[src/rtl/tx_gearbox_6664b_pkg.sv]
// Shared constants and types for the 64b/66b TX gearbox.
package tx_gearbox_6664b_pkg;

    localparam int GEARBOX_DATA_W = 32;
    localparam int GEARBOX_SEQ_W  = 6;
    localparam logic [GEARBOX_SEQ_W-1:0] GEARBOX_SEQ_MAX = 6'd32;

    localparam logic [1:0] SYNC_DATA = 2'b01;
    localparam logic [1:0] SYNC_CTL  = 2'b10;

    typedef enum logic [1:0] {
        CYC_HALF0 = 2'd0,
        CYC_HALF1 = 2'd1,
        CYC_PAUSE = 2'd2
    } gb_cyc_e;

endpackage

[src/rtl/tx_gearbox_6664b_if.sv]
// Encoder-side half-block inputs and transceiver-side gearboxed outputs.
interface tx_gearbox_6664b_if;
    import tx_gearbox_6664b_pkg::*;

    logic [GEARBOX_DATA_W-1:0] txd;
    logic [1:0]                tx_header;
    logic [GEARBOX_DATA_W-1:0] line_txd;
    logic                      tx_pause;
    logic [GEARBOX_SEQ_W-1:0]  tx_seq;

    modport master (
        output txd, tx_header,
        input  line_txd, tx_pause, tx_seq
    );

    modport slave (
        input  txd, tx_header,
        output line_txd, tx_pause, tx_seq
    );

endinterface

[src/rtl/tx_gearbox_6664b.sv]
// 66:64 TX gearbox packing {data, header} half-blocks into a continuous 32-bit stream.
// Latency 1 cycle (registered output); backpressure: pauses upstream one cycle in 33.
module tx_gearbox_6664b
    import tx_gearbox_6664b_pkg::*;
#(
    parameter int DATA_WIDTH = 32
) (
    input logic               i_txc,
    input logic               i_reset,
    tx_gearbox_6664b_if.slave gb
);

    if (DATA_WIDTH != 32) begin : g_width_check
        $fatal(1, "tx_gearbox_6664b: only DATA_WIDTH=32 is supported");
    end

    logic [GEARBOX_SEQ_W-1:0]  seq;
    logic [GEARBOX_SEQ_W-1:0]  seq_nxt;
    logic [5:0]                fill;
    logic [5:0]                fill_nxt;
    logic [31:0]               resid;
    logic [31:0]               resid_nxt;
    logic [31:0]               txd_q;
    logic [31:0]               txd_nxt;
    logic [33:0]               stream;
    logic [63:0]               shifted;
    gb_cyc_e                   cyc;

    always_comb begin
        cyc       = CYC_PAUSE;
        stream    = '0;
        shifted   = '0;
        txd_nxt   = resid;
        resid_nxt = '0;
        fill_nxt  = '0;
        seq_nxt   = '0;

        if (seq != GEARBOX_SEQ_MAX) begin
            cyc = seq[0] ? CYC_HALF1 : CYC_HALF0;
        end

        unique case (cyc)
            CYC_HALF0: stream = {gb.txd, gb.tx_header};
            CYC_HALF1: stream = {2'b00, gb.txd};
            default:   stream = '0;
        endcase

        // New bits land directly above the fill-count valid residual bits.
        shifted = ({30'd0, stream} << fill) | {32'd0, resid};

        if (cyc != CYC_PAUSE) begin
            txd_nxt   = shifted[31:0];
            resid_nxt = shifted[63:32];
            fill_nxt  = (cyc == CYC_HALF0) ? fill + 6'd2 : fill;
            seq_nxt   = seq + 6'd1;
        end
    end

    always_ff @(posedge i_txc) begin
        if (i_reset) begin
            seq   <= '0;
            fill  <= '0;
            resid <= '0;
            txd_q <= '0;
        end else begin
            seq   <= seq_nxt;
            fill  <= fill_nxt;
            resid <= resid_nxt;
            txd_q <= txd_nxt;
        end
    end

    assign gb.line_txd = txd_q;
    assign gb.tx_pause = (seq == GEARBOX_SEQ_MAX);
    assign gb.tx_seq   = seq;

endmodule

[src/flat_wrapper.sv]
// flat-port wrapper written by rule: the top's interface ports become plain ports
module tx_gearbox_6664b_flat import tx_gearbox_6664b_pkg::*;
#(
    parameter int DATA_WIDTH = 32
)
  (i_txc, i_reset, gb_txd, gb_tx_header, gb_line_txd, gb_tx_pause, gb_tx_seq);
  tx_gearbox_6664b_if gb_i ();
  input logic i_txc;
  input logic i_reset;
  input wire logic [$bits(gb_i.txd)-1:0] gb_txd;
  input wire logic [$bits(gb_i.tx_header)-1:0] gb_tx_header;
  output wire logic [$bits(gb_i.line_txd)-1:0] gb_line_txd;
  output wire logic [$bits(gb_i.tx_pause)-1:0] gb_tx_pause;
  output wire logic [$bits(gb_i.tx_seq)-1:0] gb_tx_seq;
  assign gb_i.txd = gb_txd;
  assign gb_i.tx_header = gb_tx_header;
  assign gb_line_txd = gb_i.line_txd;
  assign gb_tx_pause = gb_i.tx_pause;
  assign gb_tx_seq = gb_i.tx_seq;
  tx_gearbox_6664b #(.DATA_WIDTH(DATA_WIDTH)) u_core (.i_txc(i_txc), .i_reset(i_reset), .gb(gb_i));
endmodule
[config.mk]
export PLATFORM = sky130hd
export DESIGN_NAME = tx_gearbox_6664b_flat
export DESIGN_NICKNAME = d
export VERILOG_FILES = /design/src/rtl/tx_gearbox_6664b_pkg.sv /design/src/rtl/tx_gearbox_6664b_if.sv /design/src/rtl/tx_gearbox_6664b.sv /design/src/flat_wrapper.sv
export SDC_FILE = /design/constraint.sdc
export NUM_CORES = 1
export LEC_CHECK = 0
export BUFFER_PORTS_ARGS = -buffer_cell sky130_fd_sc_hd__buf_2
export CAP_MARGIN = 10
export CORE_MARGIN = 2
export CORE_UTILIZATION = 50
export DETAILED_ROUTE_END_ITERATION = 16
export HOLD_SLACK_MARGIN = 0.15
export PLACE_DENSITY_LB_ADDON = 0.2
export REMOVE_ABC_BUFFERS = 1
export SYNTH_ARGS = -nofsm -noshare
export SYNTH_HDL_FRONTEND = slang
export SYNTH_SLANG_ARGS = --single-unit
[constraint.sdc]
create_clock -name i_txc -period 3.27 [get_ports i_txc]
set_input_delay 0.327 -clock i_txc [delete_from_list [all_inputs] [get_ports i_txc]]
set_output_delay 0.327 -clock i_txc [all_outputs]
set_load 0.1 [all_outputs]
Word level (Yosys, flattened, before mapping)
Index checks and enable logic that the tools add are counted.
- register bits after elaboration: 76
- logic and storage cells: 19
- input port bits: 36
- output and inout bits: 39
- shift-type cells: 1
- equality and inequality tests: 4
- mux-type cells: 4
- add/subtract/negate cells: 2
- bitwise operators: 2
- reductions and logical operators: 2
- operator list (kind ; count):
    34-bit one-hot mux with 2 select lines ; 1
    64-bit by 32-bit OR with 64-bit output ; 1
    34-bit by 6-bit << shifter with 64-bit output ; 1
    32-bit 2-to-1 mux ; 1
    6-bit by 1-bit adder with 6-bit output, second input constant ; 1
    6-bit by 2-bit adder with 6-bit output, second input constant ; 1
    6-bit == test, second input constant ; 1
    6-bit != test, second input constant ; 1
    2-bit by 1-bit == test with 1-bit output, second input constant ; 1
    2-bit logical NOT ; 1
    2-bit 2-to-1 mux ; 1
    2-bit != test, second input constant ; 1
    2-bit OR reduction ; 1
    1-bit 2-to-1 mux ; 1
    1-bit inverter ; 1

Depth between registers and ports, before layout
Gate-level depths: netlist (run 1).
- depth after elaboration: 7
- mapped depth: 10
- mapped depth without buffers: 8

Worst setup path after synthesis (run 1)
No wires, ideal clock.
- path type: register to register
- from: register u_core.seq[0], in the netlist u_core.gb.tx_seq[0]
- to: register u_core.resid[0]
- library setup time: 95 ps
- setup slack: -718 ps
- clock period less this slack: 3988 ps
- stages on the path, launching flop included: 11
- required time: 3175 ps
- path buffers: 2
- data arrival time: 3893 ps
- path through: dfxtp_1 > buf_4 > buf_2 > inv_1 > ha_1 > and4bb_2 > nand2_1 > clkinv_1 > nor2_1 > nand3_1 > a221oi_1
- cells in the longest elaborated chain, start to end: 6
- elaborated cells between the ends (all ways): 11
- those cells by class: 3 x eq/ne; 1 x shift; 3 x mux; 2 x bitwise; 2 x reduce/logical
- ends and longest elaborated chain (what ; RTL line ; source):
    start, declared ; tx_gearbox_6664b.sv:17 ; logic [GEARBOX_SEQ_W-1:0] seq;
    start signal, assigned ; tx_gearbox_6664b.sv:66 ; seq <= seq_nxt;
    6-bit != test / 1-bit 2-to-1 mux (equally long branches) ; tx_gearbox_6664b.sv:38, tx_gearbox_6664b.sv:39 ;
    2-bit 2-to-1 mux (*) ; tx_gearbox_6664b.sv:38 ; if (seq != GEARBOX_SEQ_MAX) begin
    2-bit by 1-bit == test with 1-bit output / 2-bit logical NOT (equally long branches) ; tx_gearbox_6664b.sv:42 ; unique case (cyc)
    34-bit one-hot mux with 2 select lines ; tx_gearbox_6664b.sv:42 ;
    34-bit by 6-bit << shifter with 64-bit output ; tx_gearbox_6664b.sv:49 ; shifted = ({30'd0, stream} << fill) | {32'd0, resid};
    64-bit by 32-bit OR with 64-bit output ; tx_gearbox_6664b.sv:49 ;
    end signal, assigned ; tx_gearbox_6664b.sv:68 ; resid <= resid_nxt;
    end, declared ; tx_gearbox_6664b.sv:21 ; logic [31:0] resid;
Mark *: on every way between the ends. The rest lies on a longest branch, timed or not.
A chain may end at the register's enable or synchronous reset.

Final worst setup path (run 1)
- from: register u_core.seq[0], in the netlist u_core.gb.tx_seq[0]
- to: register u_core.resid[23]
The elaborated chain is that of the path after synthesis.

==> results of run 1 <==
-- worst max-delay path: stages (launching register included) --
cell	delay, ps
dfxtp_2	330
buf_4	570
mux2i_1	460
mux2i_1	180
a221oi_1	420
buf_4	200
a2bb2oi_1	150
o21ai_0	90
-- state kept, by name, summed over array words and instances, names as in the netlist --
| register | count |
|---|---|
| u_core.gb.line_txd | 32 |
| u_core.resid | 32 |
| u_core.gb.tx_seq | 6 |
| u_core.fill | 5 |
-- stage by stage --
| stage | setup slack [ps] | utilization |
|---|---|---|
| finish | 709.9 | 0.5879 |
| global route | 544.5 | 0.5879 |
| CTS | 767.4 | 0.5879 |
| detailed placement | 780.3 | 0.5697 |
| global placement | 844.6 | 0.5697 |
| floorplan | -2138 | - |
-- power by group --
group	leakage, uW	internal [uW]	switching [uW]
clock	0.0000870	285	399
sequential	0.000616	983	29.9
combinational	0.00164	333	885
total	0.00234	1600	1310
-- logic make-up after synthesis --
| group | after synthesis | synth area share |
|---|---|---|
| AND/OR/NAND/NOR | 152 | 0.1399 |
| AO/OA/AOI/OAI | 141 | 0.1935 |
| multiplexers | 108 | 0.2984 |
| flip-flops | 75 | 0.2962 |
| buffers and inverters | 56 | 0.05257 |
| XOR/XNOR | 7 | 0.01209 |
| adder cells (fa/ha/maj) | 3 | 0.007405 |
-- final cells by class --
type | instances | area, um^2 | area share
multi-input combinational | 411 | 3302 | 0.5720
clock inverter | 7 | 55.05 | 0.009536
inverter | 15 | 56.30 | 0.009753
clock buffer | 9 | 123.9 | 0.02146
sequential | 75 | 1504 | 0.2605
timing repair buffer | 100 | 565.5 | 0.09796
tap | 133 | 166.4 | 0.02883
-- final timing paths --
path                        from                endpoint  slack (ps)
max reg2reg  u_core.gb.tx_seq[0]        u_core.resid[23]         710
max          u_core.gb.tx_seq[0]        u_core.resid[23]         710
min reg2reg     u_core.resid[25]  u_core.gb.line_txd[25]         440
min                   gb_txd[30]        u_core.resid[30]         390
-- per-layer routing --
metal / vias to the layer above / share of wire / GRT usage
met3: 33 / 0.091 / 0.04803
met1: 2362 / 0.44 / 0.4456
met5: - / 0 / 0
met2: 273 / 0.44 / 0.4542
li1: 2220 / - / -
met4: 0 / 0.023 / 0.1124
-- cell usage in the layout, fill, tap and decap left out, types with 4 or more instances in the layout --
| master | n |
|---|---|
| o211ai_1 | 7 |
| a22oi_1 | 7 |
| nor2b_1 | 4 |
| xnor2_1 | 4 |
| a32oi_1 | 6 |
| nand2b_1 | 6 |
| or2_2 | 4 |
| a21oi_1 | 26 |
| clkbuf_8 | 9 |
| mux2i_1 | 51 |
| nand3_1 | 18 |
| a31oi_1 | 10 |
| a221oi_1 | 5 |
| nor2_1 | 50 |
| nand2_1 | 43 |
| inv_6 | 4 |
| o22ai_1 | 8 |
| inv_1 | 9 |
| mux4_2 | 28 |
| and3_1 | 4 |
| buf_2 | 74 |
| o221ai_1 | 12 |
| nor3_1 | 8 |
| a21o_1 | 4 |
| a211oi_1 | 4 |
| o21ai_0 | 23 |
| o2bb2ai_1 | 4 |
| mux2_2 | 26 |
| buf_4 | 26 |
| dfxtp_1 | 73 |
==> flow_summary.json, run 1 <==
{
  "period_share": 0.7829,
  "grt_start_max_net_pins": 60,
  "viasPerCell": 6.517,
  "drv_slew": 0,
  "vias": 4888,
  "yosysMostFrequentCell": "dfxtp_1",
  "syn-instance-count": 542,
  "peakVddDrop_v": 0.0002754,
  "max-cap-violations": 0,
  "htree_levels": 3,
  "leakagePower_uw": 0.002343,
  "clock_path_buffers": 2,
  "diodes": 0,
  "synth_common_cells": "dfxtp_1 (75), mux2i_1 (51), nor2_1 (50)",
  "rows": 36,
  "routed_wl_um": 16760,
  "gp_congestion": 0.9608,
  "die-area_um2": 10960,
  "clk_pin_slew_ps": 90,
  "drc": 0,
  "synth_area_leaders": "dfxtp_1 (30%), mux4_2 (12%), mux2i_1 (10%)",
  "period_needed_ps": 2560,
  "critPathLaunchType": "flip-flop",
  "clkLatencyLatePin_ps": 360,
  "drive_gt1_frac": 0.2982,
  "crit_path_max_fanout": 59,
  "cts_hold_buffers": 0,
  "powerDensity_nw_per_um2": 504.9,
  "clock_skew_ps": 13.31,
  "clkSinkCount": 75,
  "synthFlopType": "dfxtp_1",
  "dr.pass1.iters": 5,
  "num-nets-final": 651,
  "syn_to_final_growth_pct": 13.87,
  "end_kind": "flip-flop",
  "synth_edf_count": 0,
  "ctsResizeCount": 0,
  "syn_avg_cell_area_um2": 9.354,
  "status": "finished clean",
  "drtIter0Drc": 463,
  "wl_per_cell_um": 22.35,
  "cp.arrival_ps": 2790,
  "numCtsBuffers": 9,
  "min_path_type": "in2reg",
  "crit_type": "reg2reg",
  "drtAntennaViolNets": 0,
  "syn_area_um2": 5070,
  "yosys.area.top_type_share": 0.2962,
  "tightest_slew_ps": 719.5,
  "finalHoldViolCount": 0,
  "grt_usage": 0.3050,
  "tns_ps": 0,
  "final_area_um2": 5773,
  "core_um2": 9819,
  "placed_cell_area_um2": 5594,
  "ys_seq_elements": 75,
  "place_inst": 734,
  "hold_depth": 3,
  "fin_cells": 750,
  "die_w_um": 104.7,
  "antenna_found_initial": 0,
  "yosysTopAreaCell": "dfxtp_1",
  "power.total_uw": 2915,
  "io-pin-count": 75,
  "reg2reg_depth": 7,
  "timing.fmax_ghz": 0.3906,
  "fp.dieH_um": 104.7,
  "cts_tree": "built",
  "final-setup-viol-count": 0,
  "required_ps": 3500,
  "initial_core_util": 0.5163,
  "root_buffer": "clkbuf_8",
  "fillCellCount": 898,
  "dp.final_hpwl_um": 12540,
  "slew_headroom": 0.5197,
  "post-cts-setup-buffer-count": 0,
  "yosysSeqAreaShare": 0.2962,
  "synth.yosys.warnings": 0,
  "grt_pass1_wl_um": 26290,
  "synthDistinctLibCells": 60,
  "synthArstFlopShare": 0,
  "rsz0062_at_grt": "false",
  "grt_remaining_overflow": 0,
  "hold_slack_ps": 391.6,
  "numPortBuffers": 74,
  "grt_pass1_vias": 4640
}
Note: power is estimated with default switching activity, not from simulation.
==> run 2: changes to the inputs <==
==> constraint.sdc (replaced) <==
create_clock -name i_txc -period 2.37 [get_ports i_txc]
set_input_delay 0.237 -clock i_txc [delete_from_list [all_inputs] [get_ports i_txc]]
set_output_delay 0.237 -clock i_txc [all_outputs]
set_load 0.1 [all_outputs]
==> flow_summary.json, run 2 (synthesis results as in run 1) <==
{
  "status": "finished clean",
  "crit_type": "reg2reg",
  "drive_gt1_frac": 0.3197,
  "drv_slew": 0,
  "leakagePower_uw": 0.002478,
  "end_kind": "flip-flop",
  "clkPwrFrac": 0.258,
  "max-cap-violations": 0,
  "htree_levels": 3,
  "intPower_uw": 2459,
  "cp.arrival_ps": 2570,
  "numPortBuffers": 74,
  "hold_depth": 2,
  "cts_tree": "built",
  "path_cells": "buf_12 > mux4_1 > mux2_2 > mux2i_1 > buf_4 > o221a_2 > a211oi_1",
  "rsz0062_at_grt": "false",
  "grt_pass1_wl_um": 25920,
  "tightest_slew_ps": 705.0,
  "period_needed_ps": 2355,
  "place_inst": 752,
  "powerDensity_nw_per_um2": 702.3,
  "layout_common_cells": "buf_2 (73), dfxtp_1 (73), mux2i_1 (51), nor2_1 (50), nand2_1 (43)",
  "dr.pass1.iters": 5,
  "fp.dieH_um": 104.7,
  "critPathLaunchType": "flip-flop",
  "numCtsBuffers": 9,
  "drc": 0,
  "power_frac_comb": 0.413,
  "placed_cell_area_um2": 5792,
  "dp.final_hpwl_um": 12730,
  "period_share": 0.9936,
  "syn_to_final_growth_pct": 19.13,
  "crit_path_max_fanout": 18,
  "finalHoldViolCount": 0,
  "io-pin-count": 75,
  "final-setup-viol-count": 0,
  "clkLatencyLatePin_ps": 360,
  "timing.critical_path.depth": 7,
  "swShare": 0.4203,
  "required_ps": 2580,
  "grt_usage": 0.3040,
  "clk_pin_slew_ps": 80,
  "grt_remaining_overflow": 0,
  "root_buffer": "clkbuf_8",
  "clock_path_buffers": 2,
  "path_buf_inv": 2,
  "seqPwrFrac": 0.328,
  "fin_cells": 768,
  "critical_path.top_delay_family": "multiplexers",
  "grt_pass1_vias": 4636,
  "drtIter0Drc": 376,
  "die-area_um2": 10960,
  "wl_per_cell_um": 21.80,
  "reg2reg_depth": 7,
  "vias": 4950,
  "diodes": 0,
  "rows": 36,
  "clock_skew_ps": 13.79,
  "max_stage_delay_ps": 590,
  "final_area_um2": 6040,
  "min_path_type": "in2reg",
  "viasPerCell": 6.445,
  "core_um2": 9819,
  "num-nets-final": 670,
  "initial_core_util": 0.5163,
  "slew_headroom": 0.5250,
  "p_sw_uw": 1783,
  "clkSinkCount": 75,
  "die_w_um": 104.7,
  "routed_wl_um": 16740,
  "drtAntennaViolNets": 0,
  "grt_start_max_net_pins": 46,
  "gp_congestion": 0.9995,
  "timing.fmax_ghz": 0.4247,
  "antenna_found_initial": 0,
  "slowest_stage": "mux4_1",
  "peakVddDrop_v": 0.0003493
}
[run 2: cell types whose count changed in the layout (fill, tap and decap cells not counted), moves of 2 or more]
cell,previous run,this run
buf_4,26,40
buf_12,0,5
inv_6,4,1
bufinv_16,0,2
[run 2: timing repair]
| item | CTS | global route |
|---|---|---|
| resized for setup | 1 | 1 |
| buffers inserted | 0 | 0 |
| endpoints found under the setup margin | 1 | 3 |
| gates cloned | 0 | 1 |
| hold buffers | 0 | 0 |
| pin swaps | 0 | 0 |
[run 2: final timing paths]
path / endpoint / from / slack, ps
setup reg to reg: u_core.resid[7] / u_core.fill[3] / 20
hold reg to reg: u_core.gb.line_txd[30] / u_core.resid[30] / 440
setup / recovery: u_core.resid[7] / u_core.fill[3] / 20
hold / removal: u_core.gb.line_txd[31] / i_reset / 210
[run 2: through the flow]
stage                     setup slack (ps)  total power (uW)  utilization  TNS, ps  hold slack, ps
after floorplan                      -3038              2683            -  -160840           306.1
after global placement               90.14              3132       0.5898        0           420.9
after detailed placement             70.53              3139       0.5898        0           425.4
after CTS                            45.33              4217       0.6119        0           196.0
after global routing                 7.520              4378       0.6151        0           209.8
final                                15.20              4242       0.6151        0           208.1
[run 2: metal layers]
| layer | part of all wire | up-vias | track usage |
|---|---|---|---|
| li1 | - | 2262 | - |
| met1 | 0.44 | 2395 | 0.4290 |
| met2 | 0.45 | 259 | 0.4613 |
| met3 | 0.088 | 34 | 0.06550 |
| met4 | 0.023 | 0 | 0.1048 |
| met5 | 0 | - | 0 |
[run 2: layout make-up]
type                       count  area [um^2]
clock buffer                   9        123.9
clock inverter                 6        90.09
fill                         890         3780
inverter                      15        56.30
multi-input combinational    411         3308
sequential                    75         1504
tap                          133        166.4
timing repair buffer         119        790.8
[run 2: worst register-to-register path, cell delays in order, from the launching register on]
cell and delay, ps:
dfxtp_2 390, buf_12 200, mux4_1 590, mux2_2 290
mux2i_1 300, buf_4 190, o221a_2 190, a211oi_1 50
[run 2: power by group through the flow]
| stage | registers (uW) | clock network (uW) | logic (uW) |
|---|---|---|---|
| after floorplan | 2050 | 0 | 630 |
| after global placement | 1420 | 0 | 1710 |
| after detailed placement | 1420 | 0 | 1720 |
| after CTS | 1390 | 1100 | 1720 |
| after global routing | 1400 | 1140 | 1830 |
| final | 1390 | 1100 | 1750 |
